$ cat src/rtl/instr_identify_pipe_if.sv
// Instruction stream bundle: fetch-side word handshake, flush control and
// the decoded-instruction FIFO head presented to decode/branch units.
// The slave modport is the identify pipe; the master modport is its environment.
interface instr_identify_pipe_if #(
  parameter int DEPTH  = 4,
  parameter int ADDR_W = 64
);
  localparam int CW = $clog2(DEPTH) + 1;

  logic              i_flush;
  logic [ADDR_W-1:0] i_flush_addr;
  logic              i_valid;
  logic              o_ready;
  logic [31:0]       i_word;
  logic              o_valid;
  logic              i_ready;
  logic [63:0]       o_instr;
  logic [ADDR_W-1:0] o_addr;
  logic              o_is_prefixed;
  logic              o_is_branch;
  logic              o_misalign;
  logic [CW-1:0]     o_count;

  modport slave (
    input  i_flush, i_flush_addr, i_valid, i_word, i_ready,
    output o_ready, o_valid, o_instr, o_addr, o_is_prefixed, o_is_branch,
           o_misalign, o_count
  );

  modport master (
    output i_flush, i_flush_addr, i_valid, i_word, i_ready,
    input  o_ready, o_valid, o_instr, o_addr, o_is_prefixed, o_is_branch,
           o_misalign, o_count
  );
endinterface

$ cat src/rtl/instr_identify_pipe.sv
// Pairs Power ISA prefixes with suffixes, tags address/branch/misalign, queues results.
// Latency: entry visible at FIFO head the cycle after its last word is accepted.
// Backpressure: o_ready drops while the FIFO is full or flushing; a pending prefix waits.
module instr_identify_pipe #(
  parameter int DEPTH  = 4,
  parameter int ADDR_W = 64
) (
  input  logic                   i_clk,
  input  logic                   i_rst,
  instr_identify_pipe_if.slave   bus
);
  localparam int PW = $clog2(DEPTH);
  localparam int CW = PW + 1;
  localparam logic [CW-1:0] FULL = CW'(DEPTH);

  typedef struct packed {
    logic [63:0]       instr;
    logic [ADDR_W-1:0] addr;
    logic              prefixed;
    logic              branch;
    logic              misalign;
  } entry_t;

  typedef enum logic {IDLE = 1'b0, PEND = 1'b1} state_t;

  // ISA numbers bits MSB-first from index 0, so fields are read bit-reversed.
  function automatic logic [5:0] f_op(input logic [31:0] w);
    return {w[0], w[1], w[2], w[3], w[4], w[5]};
  endfunction

  function automatic logic [9:0] f_xo(input logic [31:0] w);
    return {w[21], w[22], w[23], w[24], w[25], w[26], w[27], w[28], w[29], w[30]};
  endfunction

  // b, bc, and the XL-form register branches bclr/bcctr/bctar.
  function automatic logic f_branch(input logic [31:0] w);
    logic [5:0] op;
    logic [9:0] xo;
    op = f_op(w);
    xo = f_xo(w);
    return (op == 6'd18) || (op == 6'd16) ||
           ((op == 6'd19) && ((xo == 10'd16) || (xo == 10'd528) || (xo == 10'd560)));
  endfunction

  state_t            state_q, state_d;
  entry_t            mem [DEPTH];
  logic [PW-1:0]     wr_ptr, rd_ptr;
  logic [CW-1:0]     count;
  logic [ADDR_W-1:0] addr_q;
  logic [31:0]       pend_word;
  logic [ADDR_W-1:0] pend_addr;
  logic              accept, pop, push, store_prefix, word_is_prefix;
  entry_t            push_entry;
  entry_t            head;

  assign bus.o_ready    = i_rst && !bus.i_flush && (count < FULL);
  assign accept         = bus.i_valid && bus.o_ready;
  assign pop            = (count != '0) && bus.i_ready && !bus.i_flush;
  assign word_is_prefix = (bus.i_word[5:0] == 6'b100000);

  // Next state and the entry to enqueue; the suffix is taken whatever its opcode.
  always_comb begin
    state_d      = state_q;
    push         = 1'b0;
    store_prefix = 1'b0;
    push_entry   = '0;
    case (state_q)
      IDLE: begin
        if (accept) begin
          if (word_is_prefix) begin
            store_prefix = 1'b1;
            state_d      = PEND;
          end else begin
            push              = 1'b1;
            push_entry.instr  = {32'h0, bus.i_word};
            push_entry.addr   = addr_q;
            push_entry.branch = f_branch(bus.i_word);
          end
        end
      end
      PEND: begin
        if (accept) begin
          push                = 1'b1;
          push_entry.instr    = {bus.i_word, pend_word};
          push_entry.addr     = pend_addr;
          push_entry.prefixed = 1'b1;
          push_entry.branch   = f_branch(bus.i_word);
          push_entry.misalign = (pend_addr[5:2] == 4'b1111);
          state_d             = IDLE;
        end
      end
      default: state_d = IDLE;
    endcase
    if (bus.i_flush) state_d = IDLE;
  end

  // FSM state register.
  always_ff @(posedge i_clk or negedge i_rst) begin
    if (!i_rst) state_q <= IDLE;
    else        state_q <= state_d;
  end

  // Word address counter and held prefix; flush reloads a word-aligned address.
  always_ff @(posedge i_clk or negedge i_rst) begin
    if (!i_rst) begin
      addr_q    <= '0;
      pend_word <= '0;
      pend_addr <= '0;
    end else if (bus.i_flush) begin
      addr_q    <= bus.i_flush_addr & ~ADDR_W'(3);
      pend_word <= '0;
      pend_addr <= '0;
    end else begin
      if (accept) addr_q <= addr_q + ADDR_W'(4);
      if (store_prefix) begin
        pend_word <= bus.i_word;
        pend_addr <= addr_q;
      end
    end
  end

  // FIFO pointers and occupancy; simultaneous push and pop keep the count.
  always_ff @(posedge i_clk or negedge i_rst) begin
    if (!i_rst) begin
      wr_ptr <= '0;
      rd_ptr <= '0;
      count  <= '0;
    end else if (bus.i_flush) begin
      wr_ptr <= '0;
      rd_ptr <= '0;
      count  <= '0;
    end else begin
      if (push) wr_ptr <= wr_ptr + PW'(1);
      if (pop)  rd_ptr <= rd_ptr + PW'(1);
      case ({push, pop})
        2'b10:   count <= count + CW'(1);
        2'b01:   count <= count - CW'(1);
        default: count <= count;
      endcase
    end
  end

  // FIFO storage.
  always_ff @(posedge i_clk or negedge i_rst) begin
    if (!i_rst) begin
      for (int i = 0; i < DEPTH; i++) mem[i] <= '0;
    end else if (push) begin
      mem[wr_ptr] <= push_entry;
    end
  end

  // Head is forced to zero when the FIFO is empty.
  assign head              = (count != '0) ? mem[rd_ptr] : '0;
  assign bus.o_valid       = (count != '0);
  assign bus.o_count       = count;
  assign bus.o_instr       = head.instr;
  assign bus.o_addr        = head.addr;
  assign bus.o_is_prefixed = head.prefixed;
  assign bus.o_is_branch   = head.branch;
  assign bus.o_misalign    = head.misalign;
endmodule

$ cat src/flat_wrapper.sv
// flat-port wrapper written by rule: the top's interface ports become plain ports
module instr_identify_pipe_flat 
#(
  parameter int DEPTH  = 4,
  parameter int ADDR_W = 64
)
  (i_clk, i_rst, bus_i_flush, bus_i_flush_addr, bus_i_valid, bus_i_word, bus_i_ready, bus_o_ready, bus_o_valid, bus_o_instr, bus_o_addr, bus_o_is_prefixed, bus_o_is_branch, bus_o_misalign, bus_o_count);
  instr_identify_pipe_if #(.DEPTH(DEPTH), .ADDR_W(ADDR_W)) bus_i ();
  input  logic i_clk;
  input  logic i_rst;
  input wire logic [$bits(bus_i.i_flush)-1:0] bus_i_flush;
  input wire logic [$bits(bus_i.i_flush_addr)-1:0] bus_i_flush_addr;
  input wire logic [$bits(bus_i.i_valid)-1:0] bus_i_valid;
  input wire logic [$bits(bus_i.i_word)-1:0] bus_i_word;
  input wire logic [$bits(bus_i.i_ready)-1:0] bus_i_ready;
  output wire logic [$bits(bus_i.o_ready)-1:0] bus_o_ready;
  output wire logic [$bits(bus_i.o_valid)-1:0] bus_o_valid;
  output wire logic [$bits(bus_i.o_instr)-1:0] bus_o_instr;
  output wire logic [$bits(bus_i.o_addr)-1:0] bus_o_addr;
  output wire logic [$bits(bus_i.o_is_prefixed)-1:0] bus_o_is_prefixed;
  output wire logic [$bits(bus_i.o_is_branch)-1:0] bus_o_is_branch;
  output wire logic [$bits(bus_i.o_misalign)-1:0] bus_o_misalign;
  output wire logic [$bits(bus_i.o_count)-1:0] bus_o_count;
  assign bus_i.i_flush = bus_i_flush;
  assign bus_i.i_flush_addr = bus_i_flush_addr;
  assign bus_i.i_valid = bus_i_valid;
  assign bus_i.i_word = bus_i_word;
  assign bus_i.i_ready = bus_i_ready;
  assign bus_o_ready = bus_i.o_ready;
  assign bus_o_valid = bus_i.o_valid;
  assign bus_o_instr = bus_i.o_instr;
  assign bus_o_addr = bus_i.o_addr;
  assign bus_o_is_prefixed = bus_i.o_is_prefixed;
  assign bus_o_is_branch = bus_i.o_is_branch;
  assign bus_o_misalign = bus_i.o_misalign;
  assign bus_o_count = bus_i.o_count;
  instr_identify_pipe #(.DEPTH(DEPTH), .ADDR_W(ADDR_W)) u_core (.i_clk(i_clk), .i_rst(i_rst), .bus(bus_i));
endmodule
$ cat config.mk
export PLATFORM = sky130hd
export DESIGN_NAME = instr_identify_pipe_flat
export DESIGN_NICKNAME = d
export VERILOG_FILES = /design/src/rtl/instr_identify_pipe_if.sv /design/src/rtl/instr_identify_pipe.sv /design/src/flat_wrapper.sv
export SDC_FILE = /design/constraint.sdc
export NUM_CORES = 1
export LEC_CHECK = 0
export CAP_MARGIN = 20
export CORE_MARGIN = 2
export CORE_UTILIZATION = 30
export CTS_CLUSTER_DIAMETER = 120
export DETAILED_ROUTE_END_ITERATION = 7
export PLACE_DENSITY = 0.47
export SYNTH_ARGS = -nofsm -noshare
export SYNTH_HDL_FRONTEND = slang
export SYNTH_SLANG_ARGS = --single-unit
$ cat constraint.sdc
create_clock -name i_clk -period 4.7 [get_ports i_clk]
set_input_delay 0.47 -clock i_clk [delete_from_list [all_inputs] [get_ports i_clk]]
set_output_delay 0.47 -clock i_clk [all_outputs]
set_load 0.02 [all_outputs]
After elaboration in Yosys (flattened, before gate mapping)

Cells that the tools add are included.

Add/sub/neg operators: 5
Magnitude comparators: 4
Equality and inequality tests: 10
Mux-type cells: 38
Bitwise gates (word level): 3
Reductions and logical operators: 18

Operator list:

| cell                                                                   | number |
|---|---|
| 131-bit two-way mux                                                    | 5 |
| 524-bit bitwise mux                                                    | 1 |
| 131-bit binary-select mux with 2-bit select                            | 1 |
| 131-bit demux with 2-bit select                                        | 1 |
| 64-bit two-way mux                                                     | 4 |
| 128-bit one-hot mux with 2 select lines                                | 1 |
| 128-bit two-way mux                                                    | 1 |
| 96-bit two-way mux                                                     | 1 |
| 64-bit by 3-bit adder with 64-bit output, second input constant        | 1 |
| 32-bit two-way mux                                                     | 2 |
| 10-bit equality test, second input constant                            | 2 |
| 6-bit by 5-bit equality test with 1-bit output, second input constant  | 3 |
| 1-bit two-way mux                                                      | 12 |
| 10-bit by 5-bit equality test with 1-bit output, second input constant | 1 |
| 2-bit two-way mux                                                      | 4 |
| 2-bit nonzero test                                                     | 4 |
| 1-bit logical AND                                                      | 7 |
| 6-bit equality test, second input constant                             | 1 |
| 3-bit greater-or-equal comparator, second input constant               | 2 |
| 2-bit inverter with 3-bit output                                       | 2 |
| 1-bit one-hot mux with 2 select lines                                  | 3 |
| 3-bit one-hot mux with 2 select lines                                  | 1 |
| 3-bit nonzero test                                                     | 2 |
| 2-bit by 1-bit adder with 2-bit output, second input constant          | 2 |
| other kinds (11)                                                       | 14 |

Register bits: 692
Input bits: 101
Output and inout bits: 136
Logic and storage cells: 105

Logic depth before layout (Yosys ltp)

Depth after elaboration: 9
Mapped depth: 9
Mapped depth without buffers: 7

Worst setup path before layout

Ideal clock, no wire load.

Kind: reg2out
Start: register u_core.rd_ptr[0]
End: output port bus_o_addr[49]
Data arrival time: 2134 ps
Setup slack: 2096 ps
Cell stages (with the launch flop): 6
Cells stage by stage: dfrtp_1 clkbuf_1 clkbuf_1 buf_1 mux4_2 and2_1

Word-level cells in the longest chain between the ends: 5

RTL lines:

| what                                                    | line                       | text |
|---|---|---|
| from (decl)                                             | instr_identify_pipe.sv:47  | `logic [PW-1:0] wr_ptr, rd_ptr;` |
| from (signal assigned)                                  | instr_identify_pipe.sv:134 | `if (pop) rd_ptr <= rd_ptr + PW'(1);` |
| 2-bit inverter with 3-bit output (implied by the code)  | instr_identify_pipe.sv:153 | `assign head = (count != '0) ? mem[rd_ptr] : '0;` |
| 131-bit binary-select mux with 2-bit select             | instr_identify_pipe.sv:153 |  |
| 131-bit two-way mux (implied by the code) (2 in series) | instr_identify_pipe.sv:153 |  |
| 131-bit two-way mux                                     | instr_identify_pipe.sv:153 |  |
| to (decl)                                               | flat_wrapper.sv:19         | `output wire logic [$bits(bus_i.o_addr)-1:0] bus_o_addr;` |

Every way passes these cells. The select of a mux whose other input is x is not followed.

Worst setup path after layout

Start: register u_core.rd_ptr[0]
End: output port bus_o_addr[35]

Same word-level chain as after synthesis.

==> reports/summary.txt <==
CTS buffer count: 77
Clk root buf: clkbuf_16
Crit path cell chain: buf_4 -> mux4_2 -> and2_1 -> clkdlybuf4s50_1
Main synth FF type: dfrtp_1
CTS HTree Levels: 3
Clk_skew: 0.0177 ns
Filler Cell Count: 10312
Worst VDD drop: 292 µV
Mapped cell area: 30800 µm²
Delay-heaviest family, CP: flip-flops
Global Route met2 Usage: 28.4%
Setup_tns: 0 ns
CTS sink cnt: 685
# DRC: 0
Clock share of power: 41.5%
Area Growth Syn to Fin: 20.7%
Vias in the first global route: 22791
DR WL/cell: 20.6 µm
Req. time, crit path: 4.23 ns
Worst path bufs/invs: 2
Critical Path End Type: output port
P_int: 0.0105 W
Sequential power share: 44.0%
Most common cell after layout, fill and taps aside: nand2_1
Area of the multi-input gates: 12700 µm²
Final instance area: 37200 µm²
Num rows: 117
Final HPWL DP: 60700 µm
Core region area: 102000 µm²
Final Setup Violations: 0
Clock period minus worst slack: 3.85 ns
Largest net degree at the start of global routing: 149
Slew margin rel.: 35.9%
Worst slack at placement: 0.866 ns
Clk_lat worst skew: 0.62 ns
Async S/R FF share, synth: 100%
Via density: 4.92
Total grt overflow: 0
Mapped Avg Cell Area: 10.2 µm²
Initial DRT Pass Iterations: 5
Flops & latches, synth: 685
Post-Syn Nets: 3132
Final nets: 3252
CP Max Fanout: 37
Cells after Synth: 3025
Final hold vios: 0
Worst setup margin: 0.846 ns
Initial antenna violation count: 13
RSZ-0062 raised after global routing: no
Max Slew Vio Count: 0
Kind of critical path: reg -> out
CTS clk-pin slew, worst paths: 0.06 ns
Ys Warns: 0
Grt met1 use: 25.4%
GR peak layer: met2
IO Port Bufs: 234
IO Pins: 237
Seq/Total Area, Yosys: 55.7%
Distinct cells, synth: 62
WL final: 94000 µm
Gr usage total: 17.9%
Switching pwr: 0.00401 W
Pwr Total: 0.0145 W
Slowest stage cell, crit path: dfrtp_4
CTS tree: done
Switching portion of total power: 27.6%
Reg area: 17100 µm²
Max-Cap Viols: 0
Worst-Margin Slew: 0.961 ns
Via count: 22496
Worst EP arrival: 3.38 ns
Post-DRT Antenna Nets: 0
Total leakage power: 15.1 nW
Met3 Use GR: 3.46%
Area after DPL: 34600 µm²
Iteration-0 DRC Markers: 1308
Ratio of cells with drive above 1 in the final layout: 10.1%
CTS Buffer Depth: 3
Status: complete, no violations
GPL Wtd Cong: 0.765
Post-route clock period utilization: 82.0%
Die W: 324 µm
Min-delay worst type: in -> async
Logic gate share of total power: 14.5%
Die ar.: 105000 µm²
First-pass GRT wire length: 146000 µm
Initial Util: 30.3%
Most frequent cells in the layout: nand2_1, dfrtp_1, o21ai_0
Post-synth EDFFs: 0
Startpoint Class: register
P per Cell Area: 391 nW/µm²
FMAX: 0.259 GHz
Slowest stage delay, CP: 1.02 ns
Die height: 324 µm
==> timing repair <==
item	4_1_cts	5_1_grt
hold buffers	1	0
endpoints found under the hold margin	4	0
resized for setup	0	0
buffers inserted	0	0
==> metrics by stage <==
step           utilization, %  instances  hold WS [ns]
6_report                 36.5       4571         0.257
2_1_floorplan               -       3025         0.174
3_3_place_gp             34.0       4433         0.306
5_1_grt                  36.5       4570         0.242
3_5_place_dp             34.0       4433         0.306
4_1_cts                  36.5       4570         0.228
==> cell type report <==
class,instances,area share (%)
flip-flops and latches,685,46.2
multi-input cells,2075,34.2
repair buffers,289,8.11
clock buffers,120,6.31
well taps,1368,4.61
clock inverters,16,0.445
inverters,17,0.172
diodes,1,0.00673
==> sequential cells by signal (all words and copies together), names as in the netlist <==
signal / cells
u_core.addr_q: 62
u_core.bus.o_count: 3
u_core.mem: 520
u_core.pend_addr: 63
u_core.pend_word: 32
u_core.rd_ptr: 2
u_core.state_q: 1
u_core.wr_ptr: 2
==> power groups by stage <==
stage	Combinational, W	Sequential, W	Clock [W]
2_1_floorplan	0.00131	0.00633	0
3_3_place_gp	0.00219	0.00650	0
3_5_place_dp	0.00220	0.00651	0
4_1_cts	0.00220	0.00640	0.00620
5_1_grt	0.00235	0.00644	0.00644
6_report	0.00210	0.00639	0.00602
==> routing by layer <==
layer	vias to the layer above	wire length, µm
li1	10751	-
met1	11188	44400
met2	431	43600
met3	110	4160
met4	16	1700
met5	-	99
==> worst paths after layout <==
check	start	end	slack, ns	cells past startpoint
min in group i_clk	bus_i_flush	u_core.wr_ptr[0]	0.30	2
worst min-delay path	i_rst	u_core.mem[426]	0.26	2
worst max register to register	u_core.bus.o_count[2]	u_core.mem[406]	1.24	7
worst min register to register	u_core.mem[347]	u_core.mem[347]	0.47	2
max in group asynchronous	i_rst	u_core.mem[109]	1.80	5
worst max-delay path	u_core.rd_ptr[0]	bus_o_addr[35]	0.85	4
==> kinds of logic after synthesis <==
logic type / count (synthesis) / share of synthesized area, %
AO/OA/AOI/OAI: 783 / 14.1
XOR/XNOR: 28 / 0.797
adder cells (fa/ha/maj): 6 / 0.268
buffers and inverters: 265 / 3.27
flip-flops: 685 / 55.7
multiplexers: 143 / 9.94
AND/OR/NAND/NOR: 1115 / 16.0
==> synthesized netlist by cell type (2+ instances only) <==
cell type  instances  share of area [%]
a22oi_1           90                2.2
inv_1             17               0.21
nand3_1           26               0.42
mux4_2           130                9.5
a31o_2             2              0.057
mux2_2             2              0.073
and3_1            17               0.35
a211oi_1          13               0.32
or2_2              2              0.041
a311o_1            2              0.065
dfrtp_1          685                 56
or4_1              4              0.098
a221oi_1           2              0.057
ha_1               5               0.20
buf_2              6              0.098
nand2_1          785                9.6
nor3b_1            4              0.098
o41ai_1            2              0.057
xnor2_1           14               0.40
nor3_1            28               0.46
a21boi_0           2              0.049
o21a_1             5               0.12
nor2b_1            3              0.061
nand4_1           27               0.55
clkbuf_1         201                2.5
xor2_1            14               0.40
a31oi_1            4              0.081
buf_1             39               0.48
o211ai_1           4              0.098
a22o_1             4               0.11
a32oi_1            2              0.057
a32o_1             4               0.13
or3_1              6               0.12
a311oi_1           5               0.14
nor4_2             2              0.081
o21ai_0          541                8.8
nor2_1            48               0.59
mux2i_1           11               0.36
o22ai_1            4              0.081
nand2b_1           2              0.041
and4_1            10               0.28
and2_1           134                2.7
nor4_1             9               0.18
a21oi_1           90                1.5
No activity file was read; power rests on OpenSTA's default activity.
